## src/rtl/sum_tx_sequencer_pkg.sv

```systemverilog
// Shared types, ASCII constants and the nibble-to-hex helper for the
// sum-to-UART frame sequencer.
package sum_uart_pkg;

    typedef enum logic [2:0] {
        ST_IDLE,
        ST_LOAD,
        ST_SEND,
        ST_ACK,
        ST_DRAIN
    } state_t;

    localparam int FRAME_LEN = 8;

    localparam logic [7:0] PLUS = 8'h2B;
    localparam logic [7:0] EQ   = 8'h3D;
    localparam logic [7:0] CR   = 8'h0D;
    localparam logic [7:0] LF   = 8'h0A;

    // Uppercase hex digit for one nibble: 0-9 -> '0'-'9', A-F -> 'A'-'F'.
    function automatic logic [7:0] hex_to_ascii(input logic [3:0] nib);
        if (nib < 4'd10) begin
            return 8'h30 + {4'h0, nib};
        end
        return 8'h37 + {4'h0, nib};
    endfunction

endpackage

```

## src/rtl/sum_tx_sequencer_if.sv

```systemverilog
// Byte/start/busy handshake between the frame sequencer and the UART TX core.
interface sum_tx_sequencer_if;
    logic [7:0] tx_data;
    logic       tx_start;
    logic       tx_busy;

    modport master (output tx_data, output tx_start, input tx_busy);
    modport slave  (input tx_data, input tx_start, output tx_busy);
endinterface

```

## src/rtl/sum_tx_sequencer_sync_edge.sv

```systemverilog
// Synchroniser chain for an asynchronous pin followed by an edge detector.
// POL=1 reports rising edges, POL=0 reports falling edges (active-low pin).
module sync_edge #(
    parameter int SYNC_STAGES = 2,
    parameter bit POL         = 1'b1
) (
    input  logic clk,
    input  logic reset,
    input  logic async_i,
    output logic edge_o
);

    logic [SYNC_STAGES-1:0] sync_q;
    logic                   prev_q;

    // Shift the pin through the chain; reset parks every flop at the inactive level.
    always_ff @(posedge clk) begin
        if (reset) begin
            sync_q <= {SYNC_STAGES{~POL}};
            prev_q <= ~POL;
        end else begin
            sync_q[0] <= async_i;
            for (int i = 1; i < SYNC_STAGES; i++) begin
                sync_q[i] <= sync_q[i-1];
            end
            prev_q <= sync_q[SYNC_STAGES-1];
        end
    end

    assign edge_o = (sync_q[SYNC_STAGES-1] == POL) && (prev_q != POL);

endmodule

```

## src/rtl/sum_tx_sequencer.sv

```systemverilog
// Latches operands A/B, snapshots A, B and A+B into a frame and streams it
// to the UART as "hA+hB=SsCRLF", running the tx_start/tx_busy handshake.
module sum_tx_sequencer
    import sum_uart_pkg::*;
#(
    parameter int DATA_W      = 4,
    parameter int SYNC_STAGES = 2,
    parameter int BUSY_WAIT   = 4,
    parameter int AUTO_SEND   = 0
) (
    input  logic                 clk,
    input  logic                 reset,
    input  logic [DATA_W-1:0]    data_in,
    input  logic                 save_a_n,
    input  logic                 save_b_n,
    input  logic                 send_req,
    sum_tx_sequencer_if.master   tx_if,
    output logic [DATA_W-1:0]    reg_a,
    output logic [DATA_W-1:0]    reg_b,
    output logic [DATA_W:0]      sum,
    output logic                 seq_busy,
    output logic                 frame_done
);

    localparam int TW         = (BUSY_WAIT > 1) ? $clog2(BUSY_WAIT) : 1;
    localparam int TIMER_LAST = (BUSY_WAIT > 0) ? BUSY_WAIT - 1 : 0;

    logic             save_a_edge, save_b_edge, send_edge, start_req;
    logic [DATA_W-1:0] reg_a_q, reg_b_q;
    logic [DATA_W-1:0] frame_a_q, frame_b_q;
    logic [DATA_W:0]   frame_s_q;
    state_t           state_q;
    logic [2:0]       idx_q;
    logic [TW-1:0]    timer_q;
    logic [7:0]       tx_data_q, tx_data_d;
    logic             tx_start_q, seq_busy_q, frame_done_q;
    logic [7:0]       sum8;
    logic             last_byte, byte_done;

    sync_edge #(.SYNC_STAGES(SYNC_STAGES), .POL(1'b0)) u_sync_a (
        .clk(clk), .reset(reset), .async_i(save_a_n), .edge_o(save_a_edge)
    );
    sync_edge #(.SYNC_STAGES(SYNC_STAGES), .POL(1'b0)) u_sync_b (
        .clk(clk), .reset(reset), .async_i(save_b_n), .edge_o(save_b_edge)
    );
    sync_edge #(.SYNC_STAGES(SYNC_STAGES), .POL(1'b1)) u_sync_s (
        .clk(clk), .reset(reset), .async_i(send_req), .edge_o(send_edge)
    );

    assign start_req = send_edge || ((AUTO_SEND != 0) && save_b_edge);

    // Operand latches accept strobes at any time; the frame snapshot is separate.
    always_ff @(posedge clk) begin
        if (reset) begin
            reg_a_q <= '0;
            reg_b_q <= '0;
        end else begin
            if (save_a_edge) reg_a_q <= data_in;
            if (save_b_edge) reg_b_q <= data_in;
        end
    end

    // Byte mux: pick frame byte idx_q from the snapshot registers.
    always_comb begin
        sum8 = 8'(frame_s_q);
        case (idx_q)
            3'd0:    tx_data_d = hex_to_ascii(4'(frame_a_q));
            3'd1:    tx_data_d = PLUS;
            3'd2:    tx_data_d = hex_to_ascii(4'(frame_b_q));
            3'd3:    tx_data_d = EQ;
            3'd4:    tx_data_d = hex_to_ascii(sum8[7:4]);
            3'd5:    tx_data_d = hex_to_ascii(sum8[3:0]);
            3'd6:    tx_data_d = CR;
            default: tx_data_d = LF;
        endcase
    end

    // A byte is finished when busy falls in DRAIN or busy never rose within BUSY_WAIT.
    assign last_byte = (idx_q == 3'(FRAME_LEN - 1));
    assign byte_done = !tx_if.tx_busy &&
                       ((state_q == ST_DRAIN) ||
                        ((state_q == ST_ACK) && (timer_q == TW'(TIMER_LAST))));

    // Frame sequencer FSM with registered handshake and status outputs.
    always_ff @(posedge clk) begin
        if (reset) begin
            state_q      <= ST_IDLE;
            idx_q        <= '0;
            timer_q      <= '0;
            tx_data_q    <= '0;
            tx_start_q   <= 1'b0;
            seq_busy_q   <= 1'b0;
            frame_done_q <= 1'b0;
            frame_a_q    <= '0;
            frame_b_q    <= '0;
            frame_s_q    <= '0;
        end else begin
            tx_start_q   <= 1'b0;
            frame_done_q <= 1'b0;
            case (state_q)
                ST_IDLE: begin
                    // A request landing on the frame_done cycle is dropped.
                    if (start_req && !frame_done_q) begin
                        seq_busy_q <= 1'b1;
                        state_q    <= ST_LOAD;
                    end
                end
                ST_LOAD: begin
                    frame_a_q <= reg_a_q;
                    frame_b_q <= reg_b_q;
                    frame_s_q <= sum;
                    idx_q     <= '0;
                    state_q   <= ST_SEND;
                end
                ST_SEND: begin
                    if (!tx_if.tx_busy) begin
                        tx_data_q  <= tx_data_d;
                        tx_start_q <= 1'b1;
                        timer_q    <= '0;
                        state_q    <= ST_ACK;
                    end
                end
                ST_ACK: begin
                    if (tx_if.tx_busy) begin
                        state_q <= ST_DRAIN;
                    end else if (!byte_done) begin
                        timer_q <= timer_q + 1'b1;
                    end
                end
                ST_DRAIN: ;
                default: state_q <= ST_IDLE;
            endcase
            if (byte_done) begin
                if (last_byte) begin
                    frame_done_q <= 1'b1;
                    seq_busy_q   <= 1'b0;
                    state_q      <= ST_IDLE;
                end else begin
                    idx_q   <= idx_q + 3'd1;
                    state_q <= ST_SEND;
                end
            end
        end
    end

    assign tx_if.tx_data  = tx_data_q;
    assign tx_if.tx_start = tx_start_q;
    assign reg_a          = reg_a_q;
    assign reg_b          = reg_b_q;
    assign sum            = {1'b0, reg_a_q} + {1'b0, reg_b_q};
    assign seq_busy       = seq_busy_q;
    assign frame_done     = frame_done_q;

endmodule
```

## src/flat_wrapper.sv

```systemverilog
// flat-port wrapper written by rule: the top's interface ports become plain ports
module sum_tx_sequencer_flat import sum_uart_pkg::*;
#(
    parameter int DATA_W      = 4,
    parameter int SYNC_STAGES = 2,
    parameter int BUSY_WAIT   = 4,
    parameter int AUTO_SEND   = 0
)
  (clk, reset, data_in, save_a_n, save_b_n, send_req, reg_a, reg_b, sum, seq_busy, frame_done, tx_if_tx_data, tx_if_tx_start, tx_if_tx_busy);
  sum_tx_sequencer_if tx_if_i ();
  input  logic clk;
  input  logic reset;
  input  logic [DATA_W-1:0] data_in;
  input  logic save_a_n;
  input  logic save_b_n;
  input  logic send_req;
  output logic [DATA_W-1:0] reg_a;
  output logic [DATA_W-1:0] reg_b;
  output logic [DATA_W:0] sum;
  output logic seq_busy;
  output logic frame_done;
  output wire logic [$bits(tx_if_i.tx_data)-1:0] tx_if_tx_data;
  output wire logic [$bits(tx_if_i.tx_start)-1:0] tx_if_tx_start;
  input wire logic [$bits(tx_if_i.tx_busy)-1:0] tx_if_tx_busy;
  assign tx_if_tx_data = tx_if_i.tx_data;
  assign tx_if_tx_start = tx_if_i.tx_start;
  assign tx_if_i.tx_busy = tx_if_tx_busy;
  sum_tx_sequencer #(.DATA_W(DATA_W), .SYNC_STAGES(SYNC_STAGES), .BUSY_WAIT(BUSY_WAIT), .AUTO_SEND(AUTO_SEND)) u_core (.clk(clk), .reset(reset), .data_in(data_in), .save_a_n(save_a_n), .save_b_n(save_b_n), .send_req(send_req), .tx_if(tx_if_i), .reg_a(reg_a), .reg_b(reg_b), .sum(sum), .seq_busy(seq_busy), .frame_done(frame_done));
endmodule
```

## config.mk

```make
export PLATFORM = sky130hd
export DESIGN_NAME = sum_tx_sequencer_flat
export DESIGN_NICKNAME = d
export VERILOG_FILES = /design/src/rtl/sum_tx_sequencer_pkg.sv /design/src/rtl/sum_tx_sequencer_if.sv /design/src/rtl/sum_tx_sequencer_sync_edge.sv /design/src/rtl/sum_tx_sequencer.sv /design/src/flat_wrapper.sv
export SDC_FILE = /design/constraint.sdc
export NUM_CORES = 1
export LEC_CHECK = 0
export BUFFER_PORTS_ARGS = -buffer_cell sky130_fd_sc_hd__buf_2
export CAP_MARGIN = 20
export CORE_MARGIN = 2
export CORE_UTILIZATION = 35
export DETAILED_ROUTE_END_ITERATION = 10
export PLACE_DENSITY = 0.6
export SLEW_MARGIN = 0
export SYNTH_ARGS = -nofsm -noshare
export SYNTH_HDL_FRONTEND = slang
export SYNTH_SLANG_ARGS = --single-unit
```

## constraint.sdc

```tcl
create_clock -name clk -period 2 [get_ports clk]
set_input_delay 0.5 -clock clk [delete_from_list [all_inputs] [get_ports clk]]
set_output_delay 0.5 -clock clk [all_outputs]
set_load 0.005 [all_outputs]
```

==> run summary <==
The met3 layer usage reported by global route is 0.0438, and the power per cell area is 837 nW/um^2. The die outline height was 88.6 um. The tools report the launch point of the worst hold path as save_a_n. Cell at the slowest stage of the critical path: sky130_fd_sc_hd__dfxtp_2. The logs give 1913 for the via count of the first global-routing pass and 0.478 GHz for the fmax. The net count of the finished layout is 355. Launch point of the critical path: u_core.reg_b[0]. From left edge to right edge, the die measures 88.6 um. The first global-routing pass estimated 9230 um of wire. Sorting the synthesized cells by area gives the leading types as sky130_fd_sc_hd__dfxtp_1 38%, sky130_fd_sc_hd__ha_1 7.0%, sky130_fd_sc_hd__a21oi_1 5.6%, sky130_fd_sc_hd__nand2_1 5.5%, sky130_fd_sc_hd__nor2_1 3.6%.

The logs give 41 for the pin count of the biggest net entering global routing and 53 for the number of distinct library cell variants in the gate-level netlist after synthesis. The routed via count divided by cell count is 4.88, and the worst setup slack for register-to-register paths is 0.18 ns. The fraction of post-synthesis cell area in the top cell type by area was 0.383. The total buffers and inverters traversed by the critical path is 2.

The internal portion of the total power is 1580 uW. The run gives 0.213 as the routing usage on met1. The flow ran to the end, but the final reports show violations.

The average size of a mapped cell came out at 8.53 sq um. The most used flip-flop cell after synthesis is sky130_fd_sc_hd__dfxtp_1. For this run, the number of Yosys warnings is 0. After detailed placement, the design holds a cell count of 413. The share of async-settable or async-resettable flops after synthesis is 0, and the share of total power in sequential cells is 0.485. Clock tree synthesis found a total of 48 sinks.

STA classifies the critical path endpoint as an output pin. Setup repair after global routing could not meet its margin everywhere. The HPWL reported at the end of detailed placement is 3870 um, and the remaining routing DRC violations is 0. The cell type with the highest aggregate area in the netlist is sky130_fd_sc_hd__dfxtp_1. In the final routed layout, each cell accounts on average for 12.8 um. The synthesized netlist occupies a cell area of 2510 sq um. The analysis attributes to cell leakage a power of 0.00121 uW.

Row generation in the floorplan step produced 30 rows. The maximum single-stage delay on the critical path was 0.36 ns. Ranked by instance count, the synthesized netlist is headed by 48 x sky130_fd_sc_hd__dfxtp_1, 37 x sky130_fd_sc_hd__nand2_1, 28 x sky130_fd_sc_hd__a21oi_1. The synthesized design contains 48 register bits. The required time at the endpoint of the critical path was 1.50 ns.

For the worst setup path, the data arrival time is 1.59 ns. The filler cells instantiated in the layout total 722. The final clock period utilization by the worst path was 1.05.

Hold violation total from the final report: 0. The logs give 0.365 for the initial standard-cell utilization of the core and 0.413 mV for the peak ir drop on the vdd network. The max-slew violation count is 0.

The remaining max-slew budget at the tightest pin was 0.566; the number of cell instances on the worst register-to-register path was 12. The most common cell in the synthesized netlist is sky130_fd_sc_hd__dfxtp_1. The H-tree was split into 2 levels. The first routing iteration left 152 violations. For the die footprint, the log shows 7860 sq um.

For the pin with the worst max-slew slack, the measured transition is 0.649 ns. Fraction of final layout cells with drive strength greater than 1: 0.255. The path class of the tightest hold or removal check is input port to register.

The checks that failed: setup timing. met2 is the most crowded layer. For this run the aggregate overflow at the end of global routing stands at 0. The number of I/O port buffers is 32. The wire length after detailed routing is 5460 um. For the share of power burned in combinational logic, the log shows 0.282. The logs give 0.219 for the met2 usage and 882 uW for the switching component of the power. TritonCTS built the clock tree.

For the top-level I/O count, the log shows 34. The start-to-end type of the worst setup path was register to output pin. The tools report the endpoint of the worst register-to-register path as u_core.frame_s_q[4]. The antenna diode instance count came out at 0.

The tools report the launching element type of the critical path as a register. The routability-driven placement congestion ratio came out at 0.811. The tools report the maximum buffer depth of the clock tree as 2.

Broken down by cell family, the worst path's largest delay share belongs to adder cells. Yosys mapped a number of flops with a built-in enable equal to 0. In this run the critical register-to-register path is launched from u_core.reg_a[0].

After the flow finishes, the layout carries non-filler instances totaling 426. The clock network fraction of design power is 0.233, and the clock tree skew after final layout is 0.00667 ns. The cell count along the critical path was 7; the time the final worst path needs with I/O delays and setup was 2.09 ns. The post-layout utilization of the core was 0.428. Counting every net in the synthesized netlist gives 319.

The clock latency of the later-clocked register in the worst-skew pair is 0.31 ns, and the switching power as a share of total power is 0.358. The proportion of synthesized chip area in sequential cells is 0.383, and the number of antenna violations at the first check in global routing is 0. The first TritonRoute pass finished after 4 iterations.

Compared with the post-synthesis result, the final layout area differs by 17.3%. The tool flagged a number of max-cap violations equal to 0. Setup violations remaining at the end of the flow were counted as 4.

Clock-pin slew was measured on the worst setup and hold paths at 0.09 ns. Along the worst path, the maximum fanout reaches 2. In this run, CTS created clock tree buffers numbering 5.

The tools report the capture point of the worst path as sum[4]. The total vias in the final route is 2078. The cell sitting at the root of the clock tree is a sky130_fd_sc_hd__clkbuf_8. The cell count after synthesis came out at 294.

The core region is 6870 sq um. Walking the worst path, the cells encountered are ha_4 > inv_2 > fa_2 > nor2b_1 > o21ai_1 > nand2b_1 > buf_2. The combined global-route utilization of all metal layers was 0.149; the post-route antenna net violation count was 0. The final worst setup slack came out at -0.0900 ns.
-- registers in the layout, indices dropped and copies added, names as in the netlist, 3 cells and up --
signal / cells
u_core.tx_if.tx_data: 7
u_core.frame_s_q: 5
u_core.frame_a_q: 4
u_core.frame_b_q: 4
u_core.reg_a: 4
u_core.reg_b: 4
u_core.idx_q: 3
u_core.state_q: 3
-- worst reg2reg max path, cell delays in order (launching register included) --
cell and delay [ns]:
sky130_fd_sc_hd__dfxtp_2 0.35, sky130_fd_sc_hd__ha_4 0.16, sky130_fd_sc_hd__inv_2 0.05, sky130_fd_sc_hd__fa_2 0.20
sky130_fd_sc_hd__nor2b_1 0.05, sky130_fd_sc_hd__o21ai_1 0.13, sky130_fd_sc_hd__nand2b_1 0.09, sky130_fd_sc_hd__buf_4 0.14
sky130_fd_sc_hd__buf_4 0.12, sky130_fd_sc_hd__buf_4 0.12, sky130_fd_sc_hd__buf_4 0.12, sky130_fd_sc_hd__mux2i_1 0.14
sky130_fd_sc_hd__nor2_1 0.06
-- placed cells by master (no fill, tap or decap), types with 8 or more instances in the layout --
master,count
sky130_fd_sc_hd__a21oi_1,27
sky130_fd_sc_hd__buf_2,31
sky130_fd_sc_hd__buf_4,11
sky130_fd_sc_hd__dfxtp_1,42
sky130_fd_sc_hd__ha_1,12
sky130_fd_sc_hd__inv_1,15
sky130_fd_sc_hd__mux2i_1,8
sky130_fd_sc_hd__nand2_1,37
sky130_fd_sc_hd__nor2_1,24
sky130_fd_sc_hd__nor2b_1,10
sky130_fd_sc_hd__o21ai_0,8
sky130_fd_sc_hd__o21ai_1,8
-- power groups by stage --
stage               Clock [uW]  Combinational, uW  Sequential [uW]
floorplan                    0                626             1120
global placement             0                679             1210
detailed placement           0                682             1210
CTS                        593                694             1190
global route               629                784             1210
finish                     573                695             1190
-- what timing repair did --
item	in CTS	in global routing
gates resized for setup	11	4
cloned	0	0
pin swaps	6	3
setup buffers	8	0
hold buffers	0	0
hold endpoints to repair	0	0
setup endpoints to repair	4	5
-- cell type report --
type / count / area [sq um] / area share
clock buffer: 5 / 68.8 / 0.0234
tap: 96 / 120 / 0.0409
multi-input combinational: 213 / 1430 / 0.488
sequential: 48 / 968 / 0.329
timing repair buffer: 44 / 269 / 0.0915
clock inverter: 2 / 12.5 / 0.00426
inverter: 18 / 67.6 / 0.0230
-- logic make-up after synthesis --
group,Yosys count,synth area share
fa+ha+maj,15,0.0778
buf+inv,33,0.0574
other cells,1,0.00150
simple gates,107,0.219
xor+xnor,6,0.0210
flops,48,0.383
compound gates,74,0.199
mux,10,0.0409
-- worst min path at each step --
stage | end | slack (ns) | cells after the start
floorplan | u_core.u_sync_a.sync_q[1] | 0.39 | 1
global placement | u_core.u_sync_a.sync_q[1] | 0.39 | 1
detailed placement | u_core.u_sync_b.sync_q[1] | 0.39 | 1
CTS | u_core.u_sync_a.sync_q[0] | 0.36 | 2
global route | u_core.u_sync_a.sync_q[0] | 0.36 | 2
finish | u_core.u_sync_a.sync_q[0] | 0.37 | 2
-- per-layer routing --
metal	part of all wire	vias up	wire [um]
li1	-	1092	-
met2	0.42	45	2290
met1	0.52	933	2860
met5	0	-	0
met4	0.012	0	64
met3	0.045	8	244
-- per-stage QoR --
step | instance area [sq um] | power, uW | setup slack, ns | TNS, ns | hold WS [ns]
4_1_cts | 2950 | 2480 | -0.128 | -0.356 | 0.362
3_3_place_gp | 2770 | 1890 | 0.157 | 0 | 0.391
2_1_floorplan | 2510 | 1740 | 0.272 | 0 | 0.389
5_1_grt | 2940 | 2620 | -0.145 | -0.424 | 0.357
6_report | 2940 | 2460 | -0.0900 | -0.210 | 0.370
3_5_place_dp | 2770 | 1890 | 0.121 | 0 | 0.394
(Power assumes the default switching activity.)
